<file path="config.mk">
export PLATFORM = sky130hd
export DESIGN_NAME = gshare_predictor
export DESIGN_NICKNAME = d
export VERILOG_FILES = /design/src/rtl/bp_pkg.sv /design/src/rtl/sat_counter_table.sv /design/src/rtl/gshare_predictor.sv
export SDC_FILE = /design/constraint.sdc
export NUM_CORES = 1
export LEC_CHECK = 0
export ABC_AREA = 1
export BUFFER_PORTS_ARGS = -buffer_cell sky130_fd_sc_hd__buf_2
export CORE_MARGIN = 3
export CORE_UTILIZATION = 45
export CTS_CLUSTER_SIZE = 10
export DETAILED_ROUTE_END_ITERATION = 16
export PLACE_DENSITY = 0.67
export SLEW_MARGIN = 20
export SYNTH_ARGS = -nofsm -noshare
export SYNTH_HDL_FRONTEND = slang
export SYNTH_SLANG_ARGS = --single-unit
</file>
<file path="constraint.sdc">
create_clock -name Clk -period 4.1 [get_ports Clk]
set_clock_uncertainty 0.15 [all_clocks]
set_input_delay 0 -clock Clk [delete_from_list [all_inputs] [get_ports Clk]]
set_output_delay 0 -clock Clk [all_outputs]
set_load 0.01 [all_outputs]
</file>
<file path="src/rtl/bp_pkg.sv">
// Shared types and counter helpers for the branch predictor blocks.
package bp_pkg;

  localparam int CNT_MAX_W = 16;

  typedef enum logic [0:0] {
    ST_INIT  = 1'b0,
    ST_READY = 1'b1
  } bp_state_e;

  function automatic logic [CNT_MAX_W-1:0] weak_not_taken(input int cnt_w);
    return CNT_MAX_W'((32'd1 << (cnt_w - 1)) - 32'd1);
  endfunction

  // Saturating step toward taken (increment) or not-taken (decrement).
  function automatic logic [CNT_MAX_W-1:0] sat_step(input logic [CNT_MAX_W-1:0] cnt,
                                                    input logic taken,
                                                    input int cnt_w);
    logic [CNT_MAX_W-1:0] max_v;
    max_v = CNT_MAX_W'((32'd1 << cnt_w) - 32'd1);
    if (taken) begin
      return (cnt == max_v) ? cnt : cnt + 16'd1;
    end else begin
      return (cnt == 16'd0) ? cnt : cnt - 16'd1;
    end
  endfunction

endpackage

</file>
<file path="src/rtl/sat_counter_table.sv">
// Table of saturating counters: asynchronous read port, read-modify-write
// training port and an init write port that takes priority over training.
module sat_counter_table
  import bp_pkg::*;
#(
  parameter int IDX_W = 6,
  parameter int CNT_W = 2
) (
  input  logic             Clk,
  input  logic [IDX_W-1:0] i_rd_idx,
  output logic [CNT_W-1:0] o_rd_cnt,
  input  logic             i_upd_en,
  input  logic [IDX_W-1:0] i_upd_idx,
  input  logic             i_upd_taken,
  input  logic             i_init_en,
  input  logic [IDX_W-1:0] i_init_idx,
  input  logic [CNT_W-1:0] i_init_val
);

  logic [CNT_W-1:0] r_table [2**IDX_W];
  logic [CNT_W-1:0] w_upd_cur;
  logic [CNT_W-1:0] w_upd_next;

  assign o_rd_cnt   = r_table[i_rd_idx];
  assign w_upd_cur  = r_table[i_upd_idx];
  assign w_upd_next = CNT_W'(sat_step(CNT_MAX_W'(w_upd_cur), i_upd_taken, CNT_W));

  // counter storage; the read port sees the pre-edge value (read-before-write)
  always_ff @(posedge Clk) begin
    if (i_init_en) begin
      r_table[i_init_idx] <= i_init_val;
    end else if (i_upd_en) begin
      r_table[i_upd_idx] <= w_upd_next;
    end
  end

endmodule

</file>
<file path="src/rtl/gshare_predictor.sv">
// Global-history branch predictor: FSM, history register and index logic.
// Define GSHARE_XOR_EN to XOR the history into the index (gshare); otherwise bimodal.
module gshare_predictor
  import bp_pkg::*;
#(
  parameter int HIST_W = 4,
  parameter int IDX_W  = 6,
  parameter int CNT_W  = 2,
  parameter int PC_W   = 32
) (
  input  logic             Clk,
  input  logic             Reset,
  output logic             Ready,
  input  logic             LookupValid,
  input  logic [PC_W-1:0]  LookupPC,
  output logic             PredValid,
  output logic             Prediction,
  output logic [IDX_W-1:0] PredIndex,
  input  logic             UpdateValid,
  input  logic [IDX_W-1:0] UpdateIndex,
  input  logic             UpdateTaken
);

  bp_state_e        r_state;
  bp_state_e        w_state_next;
  logic [IDX_W-1:0] r_init_cnt;
  logic [HIST_W-1:0] r_hist;
  logic             r_ready;
  logic             r_pred_valid;
  logic             r_prediction;
  logic [IDX_W-1:0] r_pred_index;

  logic             w_init_en;
  logic             w_upd_en;
  logic             w_last_init;
  logic [IDX_W-1:0] w_pc_idx;
  logic [IDX_W-1:0] w_idx;
  logic [CNT_W-1:0] w_rd_cnt;
  logic [CNT_W-1:0] w_init_val;
  logic [HIST_W:0]  w_hist_shift;
  logic             w_unused_pc;

  assign w_last_init  = &r_init_cnt;
  assign w_init_val   = CNT_W'(weak_not_taken(CNT_W));
  assign w_hist_shift = {r_hist, UpdateTaken};
  assign w_pc_idx     = LookupPC[IDX_W+1:2];
  assign w_unused_pc  = ^{LookupPC[PC_W-1:IDX_W+2], LookupPC[1:0]};

`ifdef GSHARE_XOR_EN
  logic [IDX_W-1:0] w_hist_ext;
  assign w_hist_ext = IDX_W'(r_hist);
  assign w_idx      = w_pc_idx ^ w_hist_ext;
`else
  assign w_idx      = w_pc_idx;
`endif

  // state register
  always_ff @(posedge Clk) begin
    if (Reset) begin
      r_state <= ST_INIT;
    end else begin
      r_state <= w_state_next;
    end
  end

  // next-state: leave INIT after the last entry is written
  always_comb begin
    w_state_next = r_state;
    case (r_state)
      ST_INIT: begin
        if (w_last_init) begin
          w_state_next = ST_READY;
        end else begin
          w_state_next = ST_INIT;
        end
      end
      ST_READY: w_state_next = ST_READY;
      default:  w_state_next = ST_INIT;
    endcase
  end

  // state-dependent enables; training is ignored until the table is clean
  always_comb begin
    w_init_en = 1'b0;
    w_upd_en  = 1'b0;
    case (r_state)
      ST_INIT:  w_init_en = ~Reset;
      ST_READY: w_upd_en  = UpdateValid & ~Reset;
      default: begin
        w_init_en = 1'b0;
        w_upd_en  = 1'b0;
      end
    endcase
  end

  // init pointer and non-speculative history
  always_ff @(posedge Clk) begin
    if (Reset) begin
      r_init_cnt <= '0;
      r_hist     <= '0;
    end else begin
      if (w_init_en) begin
        r_init_cnt <= r_init_cnt + {{(IDX_W-1){1'b0}}, 1'b1};
      end
      if (w_upd_en) begin
        r_hist <= w_hist_shift[HIST_W-1:0];
      end
    end
  end

  // registered outputs
  always_ff @(posedge Clk) begin
    if (Reset) begin
      r_ready      <= 1'b0;
      r_pred_valid <= 1'b0;
      r_prediction <= 1'b0;
      r_pred_index <= '0;
    end else begin
      r_ready      <= (w_state_next == ST_READY);
      r_pred_valid <= LookupValid;
      r_prediction <= LookupValid & (r_state == ST_READY) & w_rd_cnt[CNT_W-1];
      r_pred_index <= w_idx;
    end
  end

  assign Ready      = r_ready;
  assign PredValid  = r_pred_valid;
  assign Prediction = r_prediction;
  assign PredIndex  = r_pred_index;

  sat_counter_table #(
    .IDX_W(IDX_W),
    .CNT_W(CNT_W)
  ) u_table (
    .Clk        (Clk),
    .i_rd_idx   (w_idx),
    .o_rd_cnt   (w_rd_cnt),
    .i_upd_en   (w_upd_en),
    .i_upd_idx  (UpdateIndex),
    .i_upd_taken(UpdateTaken),
    .i_init_en  (w_init_en),
    .i_init_idx (r_init_cnt),
    .i_init_val (w_init_val)
  );

endmodule

</file>
# After elaboration in Yosys (flattened, before gate mapping)
# Memories as Yosys holds them, arrays and structs flattened.
# Index checks and enable logic that the tools add are counted.
# W data, S select, Z words.
# classes
mux	15
reduce_logical	3
add_sub_neg	3
n_eq_ne	1
n_bitwise	5
# ops
operator	count
$mux W1	9
$mux W2	4
$add A6 B1 Y6 const B	1
$mux W6	1
$reduce_and A6 Y1	1
$and A1 B1 Y1	3
$add A2 B1 Y2 const B	1
$eq A2 B2 Y1 const B	1
$logic_not A2 Y1	1
$not A1 Y1	2
$pmux W1 S2	1
$reduce_or A2 Y1	1
$sub A2 B1 Y2 const B	1
# word_totals
regBits	15
wordCells	33
mem_count	1
out_inout_bits	9
in_bits	43
ram_bits	128
# memory_table
name	depth	width	read_ports	rd_clocked_by_memory_dff	wr	line	source
u_table.r_table	64	2	2	0	1	sat_counter_table.sv:20	logic [CNT_W-1:0] r_table [2**IDX_W];

# Depth between registers and ports, before layout
# Gate-level depths: netlist of run 1.
# logic_depth
depth_word	8
mapped_depth	12
ltp_nobuf	11

# Modules after synthesis
# Synthesis of run 1 repeated with hierarchy kept, for this count alone.
# hier_totals
hier_cells	866
hier_area_um2	7438.4
# by_module_without_submodules
mod	area_per_inst_um2	seq_area_each_um2	cells_per_inst	n_inst
sat_counter_table	6857.8	3843.7	790	1
gshare_predictor	580.6	300.3	76	1

# Least setup slack after synthesis of run 1
# Ideal clock, no wire load.
# synth_path
path_kind	input to register
start	input port UpdateIndex[0]
end	memory u_table.r_table[0][1], data pin
setup_time_ps	501
stages	12
t_required_ps	3449
arrival_time_ps	2464
setup_slack_ps	985
path_buffers	1
cell_sequence	inv_2 clkbuf_1 nand2_1 nand3_1 nand3_1 nand2_1 nand2_1 nand3_1 nand3_1 nand3b_1 nand2_1 nor2_1
# synth_between
elab_chain_len	5
elab_cells_between_ends	9
classes_between	add/sub: 2; eq/ne: 1; mux: 4; reduce/logical: 1; memory: 1
# synth_lines
element	line	source
start: declaration	gshare_predictor.sv:20	input logic [IDX_W-1:0] UpdateIndex,
$mem_v2 Z64 W2 (*)	-	
$sub A2 B1 Y2, or another cell as far along	bp_pkg.sv:24	return (cnt == 16'd0) ? cnt : cnt - 16'd1;
$mux W2 (on tied branches)	bp_pkg.sv:24, bp_pkg.sv:22	
$mux W2 (*)	bp_pkg.sv:21	if (taken) begin
$mux W2 (no line) (*)	-	
end: declaration	sat_counter_table.sv:20	
# Every way passes the cells marked *; elsewhere a longest branch is shown, timed or not.

# Final worst setup path of run 1
# layout_path
start	input port LookupPC[2]
end	register r_prediction (netlist: Prediction)
# layout_between
elab_chain_len	2
# layout_lines
element	line	source
start: declaration	gshare_predictor.sv:15	input logic [PC_W-1:0] LookupPC,
$mem_v2 Z64 W2	-	
$and A1 B1 Y1	gshare_predictor.sv:121	r_prediction <= LookupValid & (r_state == ST_READY) & w_rd_cnt[CNT_W-1];
end signal: assignment	gshare_predictor.sv:121	
end: declaration	gshare_predictor.sv:30	logic r_prediction;
# No other way between the ends.
# A chain may end at the register's enable or synchronous reset.

==> metrics.txt, run 1 <==
# TYPE chip_impl_metric gauge
chip_impl_info{name="run_status",value="complete, no violations"} 1
chip_impl_info{name="timing.hold.worst_endpoint",value="PredIndex[2]$_SDFF_PP0_"} 1
chip_impl_metric{name="gpl.final_weighted_congestion",unit=""} 0.899
chip_impl_metric{name="drc",unit=""} 0
chip_impl_metric{name="setup_viol_count_final",unit=""} 0
chip_impl_info{name="synth.largest_area_cell",value="sky130_fd_sc_hd__edfxtp_1"} 1
chip_impl_metric{name="netlist-cell-type-count",unit=""} 30
chip_impl_metric{name="gr-usage-all-layers",unit=""} 0.230
chip_impl_metric{name="route.antenna.remaining_nets",unit=""} 0
chip_impl_info{name="hold_path_class",value="input port to register"} 1
chip_impl_metric{name="async_flop_share",unit=""} 0
chip_impl_metric{name="final.setup.tns",unit="ns"} 0
chip_impl_metric{name="count_of_flip_flops_with_a_built_in_enable_after_synthesis",unit=""} 128
chip_impl_metric{name="io_pins",unit=""} 52
chip_impl_info{name="critical_path_class",value="input port to register"} 1
chip_impl_metric{name="drt_first_iter_violations",unit=""} 778
chip_impl_info{name="worst_setup_path_start_kind",value="input port"} 1
chip_impl_info{name="setup.worst_path.end_class",value="register"} 1
chip_impl_info{name="ys_top_cells_by_count",value="sky130_fd_sc_hd__nand2_1, sky130_fd_sc_hd__nand3_1, sky130_fd_sc_hd__edfxtp_1"} 1
chip_impl_metric{name="insertion_delay",unit="ns"} 0.43
chip_impl_metric{name="vias_per_cell",unit=""} 5.84
chip_impl_metric{name="final_period_demand_of_the_worst_path",unit="ns"} 2.93
chip_impl_metric{name="final_layout_size_suffix_gt1_frac",unit=""} 0.116
chip_impl_metric{name="timing.slew.headroom",unit=""} 0.458
chip_impl_metric{name="vias",unit=""} 5567
chip_impl_metric{name="clk_pin_slew_worst_paths",unit="ns"} 0.06
chip_impl_metric{name="syn_inst",unit=""} 733
chip_impl_info{name="cts_tree",value="done"} 1
chip_impl_metric{name="post-cts-setup-buffer-count",unit=""} 0
chip_impl_metric{name="ctsHoldBuffers",unit=""} 9
chip_impl_metric{name="leakage",unit="nW"} 3.05
chip_impl_metric{name="post_cts_resized",unit=""} 0
chip_impl_metric{name="areaGrowthSynthToFinish",unit="%"} 14.4
chip_impl_metric{name="numCtsBuffers",unit=""} 17
chip_impl_metric{name="grt_first_pass_wirelength",unit="um"} 28800
chip_impl_metric{name="arrival",unit="ns"} 3.10
chip_impl_info{name="grt_setup_unrepaired",value="false"} 1
chip_impl_info{name="synth.top_cells.by_area",value="sky130_fd_sc_hd__edfxtp_1, sky130_fd_sc_hd__nand2_1, sky130_fd_sc_hd__nand3_1"} 1
chip_impl_metric{name="post_synth.cell_area_avg",unit="um2"} 9.38
chip_impl_metric{name="ir_worst_vdd",unit="V"} 0.000299
chip_impl_metric{name="cts_sinks",unit=""} 143
chip_impl_metric{name="proportion_of_netlist_area_held_by_the_largest_area_contributor",unit=""} 0.559
chip_impl_info{name="cts_root_buf",value="sky130_fd_sc_hd__clkbuf_16"} 1
chip_impl_metric{name="synth-warning-count",unit=""} 0
chip_impl_metric{name="synthesis.nets",unit=""} 777
chip_impl_metric{name="sequential_cell_area",unit="um2"} 4140
chip_impl_metric{name="cp_max_fo",unit=""} 33
chip_impl_metric{name="power-per-cell-area",unit="nW/um2"} 444
chip_impl_metric{name="timing.reg2reg.worst_path_depth",unit=""} 5
chip_impl_metric{name="cts_max_level",unit=""} 4
chip_impl_metric{name="worst-endpoint-required",unit="ns"} 4.27
chip_impl_metric{name="clock.fmax",unit="MHz"} 341
chip_impl_metric{name="count_of_standard_cell_rows",unit=""} 44
chip_impl_info{name="critical_path.reg2reg.endpoint",value="u_table.r_table[58][1]$_DFFE_PP_"} 1
chip_impl_info{name="synth_flop_cell",value="sky130_fd_sc_hd__edfxtp_1"} 1
chip_impl_metric{name="slew_at_the_pin_closest_to_its_max_slew_limit",unit="ns"} 0.813
chip_impl_metric{name="final_hold_violation_count",unit=""} 0
chip_impl_metric{name="core_area",unit="um2"} 14800
chip_impl_metric{name="ys_ff_latch",unit=""} 143
chip_impl_metric{name="post-dp-hpwl",unit="um"} 11300
chip_impl_metric{name="clock_tree.buffer_depth",unit=""} 2
chip_impl_metric{name="area_of_the_multi_input_gates",unit="um2"} 2440
chip_impl_metric{name="antenna-diode-count",unit=""} 0
chip_impl_info{name="r2r_start",value="Ready$_SDFF_PP0_"} 1
chip_impl_info{name="worst_hold_startpoint",value="LookupPC[4]"} 1
chip_impl_metric{name="synth.yosys.seq_area_share",unit=""} 0.602
chip_impl_metric{name="die_area",unit="um2"} 16800
chip_impl_info{name="yosys.cell_count.top_type",value="sky130_fd_sc_hd__nand2_1"} 1
chip_impl_metric{name="hold_depth",unit=""} 3
chip_impl_metric{name="max-cap-violations",unit=""} 0
chip_impl_metric{name="largest_net_degree_at_the_start_of_global_routing",unit=""} 55
chip_impl_metric{name="io_buffers",unit=""} 25
chip_impl_metric{name="grt.overflow.total",unit=""} 0
chip_impl_metric{name="setup.reg_to_reg.worst_slack",unit="ns"} 1.40
chip_impl_metric{name="netlist_area_pre_place",unit="um2"} 6880
chip_impl_metric{name="drt-total-wl",unit="um"} 18600
chip_impl_metric{name="firstDrtPassIters",unit=""} 5
chip_impl_metric{name="report.final.slew_viol_count",unit=""} 0
chip_impl_metric{name="wire_per_inst",unit="um"} 19.4
chip_impl_metric{name="antenna_found_initial",unit=""} 0
chip_impl_metric{name="postLayoutCoreUtil",unit=""} 0.534
chip_impl_metric{name="vias_in_the_first_global_route",unit=""} 5404
chip_impl_metric{name="starting_density_of_the_core",unit=""} 0.466
chip_impl_metric{name="layout.nets",unit=""} 801
chip_impl_metric{name="fillerInstances",unit=""} 1325
chip_impl_metric{name="fp.dieH",unit="um"} 130
chip_impl_metric{name="dieWidth",unit="um"} 130
chip_impl_metric{name="period_share",unit=""} 0.715
## logic make-up (layout without fill, tap and decap cells)
family / Yosys count / in the layout / synth area share
adder cells (fa/ha/maj): 1 / 1 / 0.00182
buffers and inverters: 69 / 106 / 0.0444
flip-flops: 143 / 143 / 0.602
AND/OR/NAND/NOR: 459 / 459 / 0.298
AO/OA/AOI/OAI: 61 / 61 / 0.0535
## where the power goes
part	leakage, nW	internal, W	switching [W]
Combinational	1.23	0.0000700	0.000179
Clock	0.308	0.00108	0.000590
Sequential	1.52	0.00157	0.00000447
## sequential cells by signal (all words and copies together) (netlist names)
name             count
PredIndex            6
PredValid            1
Prediction           1
Ready                1
r_init_cnt           6
u_table.r_table    128
## layer usage
| layer | vias up | wire, um | GRT usage |
|---|---|---|---|
| met1 | 2690 | 7740 | 0.306 |
| met5 | - | 0 | 0 |
| met3 | 33 | 1450 | 0.0408 |
| li1 | 2585 | - | - |
| met2 | 259 | 8890 | 0.367 |
| met4 | 0 | 457 | 0.109 |
## placed cells by master (no fill, tap or decap), types with 2 or more instances in the layout
master                          count
sky130_fd_sc_hd__buf_2             25
sky130_fd_sc_hd__nor3_1             5
sky130_fd_sc_hd__o21ai_1            2
sky130_fd_sc_hd__inv_2              6
sky130_fd_sc_hd__o211ai_1           3
sky130_fd_sc_hd__o21ai_2            4
sky130_fd_sc_hd__o31ai_1            4
sky130_fd_sc_hd__nand2_1          208
sky130_fd_sc_hd__clkinv_2           2
sky130_fd_sc_hd__buf_4              9
sky130_fd_sc_hd__inv_6              2
sky130_fd_sc_hd__nand4_4            4
sky130_fd_sc_hd__nand4_2            2
sky130_fd_sc_hd__o221ai_1           5
sky130_fd_sc_hd__o21ai_0           25
sky130_fd_sc_hd__nand3_4            2
sky130_fd_sc_hd__clkinvlp_4         2
sky130_fd_sc_hd__inv_1             23
sky130_fd_sc_hd__nor4_1             6
sky130_fd_sc_hd__bufinv_16          5
sky130_fd_sc_hd__dfxtp_1           15
sky130_fd_sc_hd__nor2_1            95
sky130_fd_sc_hd__edfxtp_1         128
sky130_fd_sc_hd__a21oi_1           17
sky130_fd_sc_hd__nand3_2            2
sky130_fd_sc_hd__nand3_1          131
sky130_fd_sc_hd__clkbuf_16         17
sky130_fd_sc_hd__clkinv_4           2
sky130_fd_sc_hd__dlygate4sd3_1      9
sky130_fd_sc_hd__nor2_4             2
## cell type report
cell class | count | share of cell area
clock buffer | 18 | 0.0545
multi-input combinational | 521 | 0.310
tap | 184 | 0.0292
clock inverter | 14 | 0.0272
inverter | 30 | 0.0146
sequential | 143 | 0.526
timing repair buffer | 44 | 0.0385
## per-stage QoR
stage | area, um2 | std cells | hold WS (ns) | setup WS (ns) | power [W]
floorplan | 6880 | 733 | -0.0315 | 0.985 | 0.00177
global placement | 7140 | 913 | 0.0832 | 1.26 | 0.00184
detailed placement | 7140 | 913 | 0.0794 | 1.19 | 0.00184
CTS | 7870 | 954 | 0.0878 | 0.963 | 0.00350
global route | 7870 | 954 | 0.138 | 0.949 | 0.00358
finish | 7870 | 954 | 0.136 | 1.17 | 0.00350
## how the worst max path moves through the flow
stage	startpoint	end	depth (start not counted)
after global placement	UpdateIndex[0]	u_table.r_table[19][0]$_DFFE_PP_	13
after floorplan	UpdateIndex[0]	u_table.r_table[0][1]$_DFFE_PP_	12
after CTS	LookupPC[2]	Prediction$_SDFF_PP0_	10
after global routing	LookupPC[2]	Prediction$_SDFF_PP0_	10
final	LookupPC[2]	Prediction$_SDFF_PP0_	10
after detailed placement	UpdateIndex[0]	u_table.r_table[19][0]$_DFFE_PP_	13
## critical path: stages
cell and delay, ns:
sky130_fd_sc_hd__buf_2 0.59, sky130_fd_sc_hd__inv_2 0.50, sky130_fd_sc_hd__nor2_1 0.21, sky130_fd_sc_hd__nor2_1 0.07, sky130_fd_sc_hd__o31ai_1 0.35, sky130_fd_sc_hd__nand3_1 0.12
sky130_fd_sc_hd__dlygate4sd3_1 0.57, sky130_fd_sc_hd__nand3_1 0.08, sky130_fd_sc_hd__dlygate4sd3_1 0.55, sky130_fd_sc_hd__a21oi_1 0.06
Note: power is estimated with default switching activity, not from simulation.
==> run 2, diff against run 1 <==
- PLACE_DENSITY: 0.67 -> 0.69
- clock period: 4.1 -> 2.64 ns (I/O delays scaled with it)
==> run 2 against run 1 <==
  * Cell count grew 0.52%
  * Global-route usage shrank 0.068 points
  * Flip-flop and latch count is the same
  * Clock power grew 33%
  * Core utilization shrank 0.19 points
  * Highest routed layer unchanged
  * Critical path depth grew 1
  * First-iteration DRC count shrank 3.1%
  * Critical endpoint unchanged
  * Largest power group is now sequential cells
  * Critical path type unchanged
  * Non-clock buffer count grew 5
  * Setup slack lost 1.0 ns
  * Combinational power grew 58%
  * Sequential power grew 55%
  * Hold slack lost 0.039 ns
==> metrics.txt, run 2 (synthesized netlist as in run 1, its figures left out) <==
# TYPE chip_impl_metric gauge
chip_impl_metric{name="use_met3",unit=""} 0.0565
chip_impl_metric{name="drt_first_iter_violations",unit=""} 754
chip_impl_metric{name="dieWidth",unit="um"} 130
chip_impl_metric{name="power-per-cell-area",unit="nW/um2"} 645
chip_impl_metric{name="post-cts-setup-buffer-count",unit=""} 0
chip_impl_metric{name="ir_worst_vdd",unit="V"} 0.000518
chip_impl_info{name="run_status",value="complete, no violations"} 1
chip_impl_info{name="busiest_layer",value="met2"} 1
chip_impl_metric{name="final_period_demand_of_the_worst_path",unit="ns"} 2.51
chip_impl_metric{name="wire_per_inst",unit="um"} 19.1
chip_impl_metric{name="timing.slew.headroom",unit=""} 0.466
chip_impl_metric{name="antenna_found_initial",unit=""} 0
chip_impl_metric{name="final.setup.tns",unit="ns"} 0
chip_impl_metric{name="cts_sinks",unit=""} 143
chip_impl_metric{name="vias_per_cell",unit=""} 5.82
chip_impl_metric{name="gpl.final_weighted_congestion",unit=""} 0.902
chip_impl_metric{name="core_area",unit="um2"} 14800
chip_impl_metric{name="io_pins",unit=""} 52
chip_impl_metric{name="dp_cells",unit=""} 918
chip_impl_metric{name="arrival",unit="ns"} 2.73
chip_impl_metric{name="stdcell_count",unit=""} 959
chip_impl_metric{name="period_share",unit=""} 0.952
chip_impl_metric{name="grt_util_met2",unit=""} 0.364
chip_impl_metric{name="areaGrowthSynthToFinish",unit="%"} 14.0
chip_impl_metric{name="slew_at_the_pin_closest_to_its_max_slew_limit",unit="ns"} 0.802
chip_impl_metric{name="max_reg_flops",unit=""} 128
chip_impl_metric{name="met1_grt_util",unit=""} 0.291
chip_impl_metric{name="setup_viol_count_final",unit=""} 0
chip_impl_metric{name="grt_first_pass_wirelength",unit="um"} 29100
chip_impl_metric{name="leakage",unit="nW"} 3.03
chip_impl_info{name="mostFrequentLayoutCells",value="sky130_fd_sc_hd__nand2_1, sky130_fd_sc_hd__nand3_1, sky130_fd_sc_hd__edfxtp_1"} 1
chip_impl_metric{name="vias",unit=""} 5581
chip_impl_metric{name="count_of_standard_cell_rows",unit=""} 44
chip_impl_metric{name="die_area",unit="um2"} 16800
chip_impl_metric{name="cp_max_fo",unit=""} 21
chip_impl_metric{name="clk_pin_slew_worst_paths",unit="ns"} 0.06
chip_impl_metric{name="io_buffers",unit=""} 25
chip_impl_metric{name="drt-total-wl",unit="um"} 18400
chip_impl_metric{name="cts_max_level",unit=""} 4
chip_impl_metric{name="largest_net_degree_at_the_start_of_global_routing",unit=""} 66
chip_impl_metric{name="post-dp-hpwl",unit="um"} 11500
chip_impl_metric{name="layout.nets",unit=""} 806
chip_impl_metric{name="grt.overflow.total",unit=""} 0
chip_impl_info{name="cts_tree",value="done"} 1
chip_impl_metric{name="hold_depth",unit=""} 3
chip_impl_metric{name="vias_in_the_first_global_route",unit=""} 5537
chip_impl_metric{name="final_layout_size_suffix_gt1_frac",unit=""} 0.123
chip_impl_metric{name="fp.dieH",unit="um"} 130
chip_impl_metric{name="antenna-diode-count",unit=""} 0
chip_impl_info{name="critical_path_class",value="input port to register"} 1
chip_impl_info{name="grt_setup_unrepaired",value="false"} 1
chip_impl_info{name="worst_setup_path_start_kind",value="input port"} 1
chip_impl_metric{name="timing.reg2reg.worst_path_depth",unit=""} 8
chip_impl_metric{name="gr-usage-all-layers",unit=""} 0.229
chip_impl_metric{name="numCtsBuffers",unit=""} 17
chip_impl_metric{name="worst-endpoint-required",unit="ns"} 2.86
chip_impl_metric{name="clock.fmax",unit="MHz"} 398
chip_impl_metric{name="clock_tree.buffer_depth",unit=""} 2
chip_impl_metric{name="firstDrtPassIters",unit=""} 5
chip_impl_metric{name="insertion_delay",unit="ns"} 0.44
chip_impl_metric{name="max-cap-violations",unit=""} 0
chip_impl_metric{name="final_hold_violation_count",unit=""} 0
chip_impl_metric{name="route.antenna.remaining_nets",unit=""} 0
chip_impl_metric{name="drc",unit=""} 0
chip_impl_metric{name="starting_density_of_the_core",unit=""} 0.466
chip_impl_metric{name="report.final.slew_viol_count",unit=""} 0
chip_impl_info{name="cts_root_buf",value="sky130_fd_sc_hd__clkbuf_16"} 1
chip_impl_info{name="largest-register",value="u_table.r_table"} 1
chip_impl_info{name="setup.worst_path.end_class",value="register"} 1
chip_impl_info{name="mostFrequentLayoutCell",value="sky130_fd_sc_hd__nand2_1"} 1
chip_impl_metric{name="fillerInstances",unit=""} 1315
chip_impl_info{name="hold_path_class",value="input port to register"} 1
==> run 2: cell types whose count changed in the layout (fill, tap and decap cells not counted), sizes merged <==
cell / change
inv: -1
clkbuf: -1
buf: +5
clkinvlp: +3
bufinv: -4
clkinv: +3
==> run 2: metrics by stage <==
step,total power [W],hold WS [ns],utilization,cell area (um2),setup slack (ns)
6_report,0.00506,0.0968,0.532,7850,0.126
5_1_grt,0.00521,0.105,0.532,7850,0.00318
4_1_cts,0.00507,0.0670,0.531,7840,0.0743
3_5_place_dp,0.00287,0.0934,0.488,7200,0.249
3_3_place_gp,0.00286,0.0839,0.488,7200,0.316
2_1_floorplan,0.00274,-0.0315,-,6880,0.187
==> run 2: path summary, 6_finish.rpt <==
kind	from	end	slack, ns
min reg2reg	r_init_cnt[1]$_SDFFE_PP0P_	r_init_cnt[1]$_SDFFE_PP0P_	0.34
max	LookupPC[2]	Prediction$_SDFF_PP0_	0.13
min	LookupPC[4]	PredIndex[2]$_SDFF_PP0_	0.1
max reg2reg	u_table.r_table[54][1]$_DFFE_PP_	Prediction$_SDFF_PP0_	0.13
==> run 2: power breakdown <==
| group | switching (W) | internal, W | total, W | leakage (nW) |
|---|---|---|---|---|
| combinational | 0.000276 | 0.000117 | 0.000394 | 1.26 |
| clock | 0.000933 | 0.00128 | 0.00222 | 0.258 |
| sequential | 0.00000715 | 0.00244 | 0.00245 | 1.52 |
| total | 0.00122 | 0.00384 | 0.00506 | 3.03 |
==> run 2: what timing repair did <==
action                     CTS  global route
setup endpoints to repair    0             1
hold endpoints to repair    15             0
hold buffers                 9             0
gates resized for setup      0             1
==> run 2: layout make-up <==
class / instances / area [um2] / area share
clock buffers: 17 / 425 / 0.0542
clock inverters: 15 / 123 / 0.0156
inverters: 30 / 115 / 0.0147
multi-input cells: 521 / 2440 / 0.311
flip-flops and latches: 143 / 4140 / 0.528
well taps: 184 / 230 / 0.0293
repair buffers: 49 / 365 / 0.0466
==> run 2: routing by layer <==
metal  vias up  wire [um]
met5         -          0
met4         0        695
met3        60       1600
met2       299       8690
met1      2628       7370
li1       2594          -
==> run 2: worst max-delay path: stages <==
cell	delay (ns)
sky130_fd_sc_hd__buf_2	0.12
sky130_fd_sc_hd__inv_1	0.40
sky130_fd_sc_hd__buf_4	0.38
sky130_fd_sc_hd__o21ai_0	0.12
sky130_fd_sc_hd__o211ai_1	0.20
sky130_fd_sc_hd__nand3_1	0.13
sky130_fd_sc_hd__nand3_1	0.08
sky130_fd_sc_hd__dlygate4sd3_1	0.55
sky130_fd_sc_hd__nand3_1	0.07
sky130_fd_sc_hd__dlygate4sd3_1	0.56
sky130_fd_sc_hd__a21oi_1	0.11
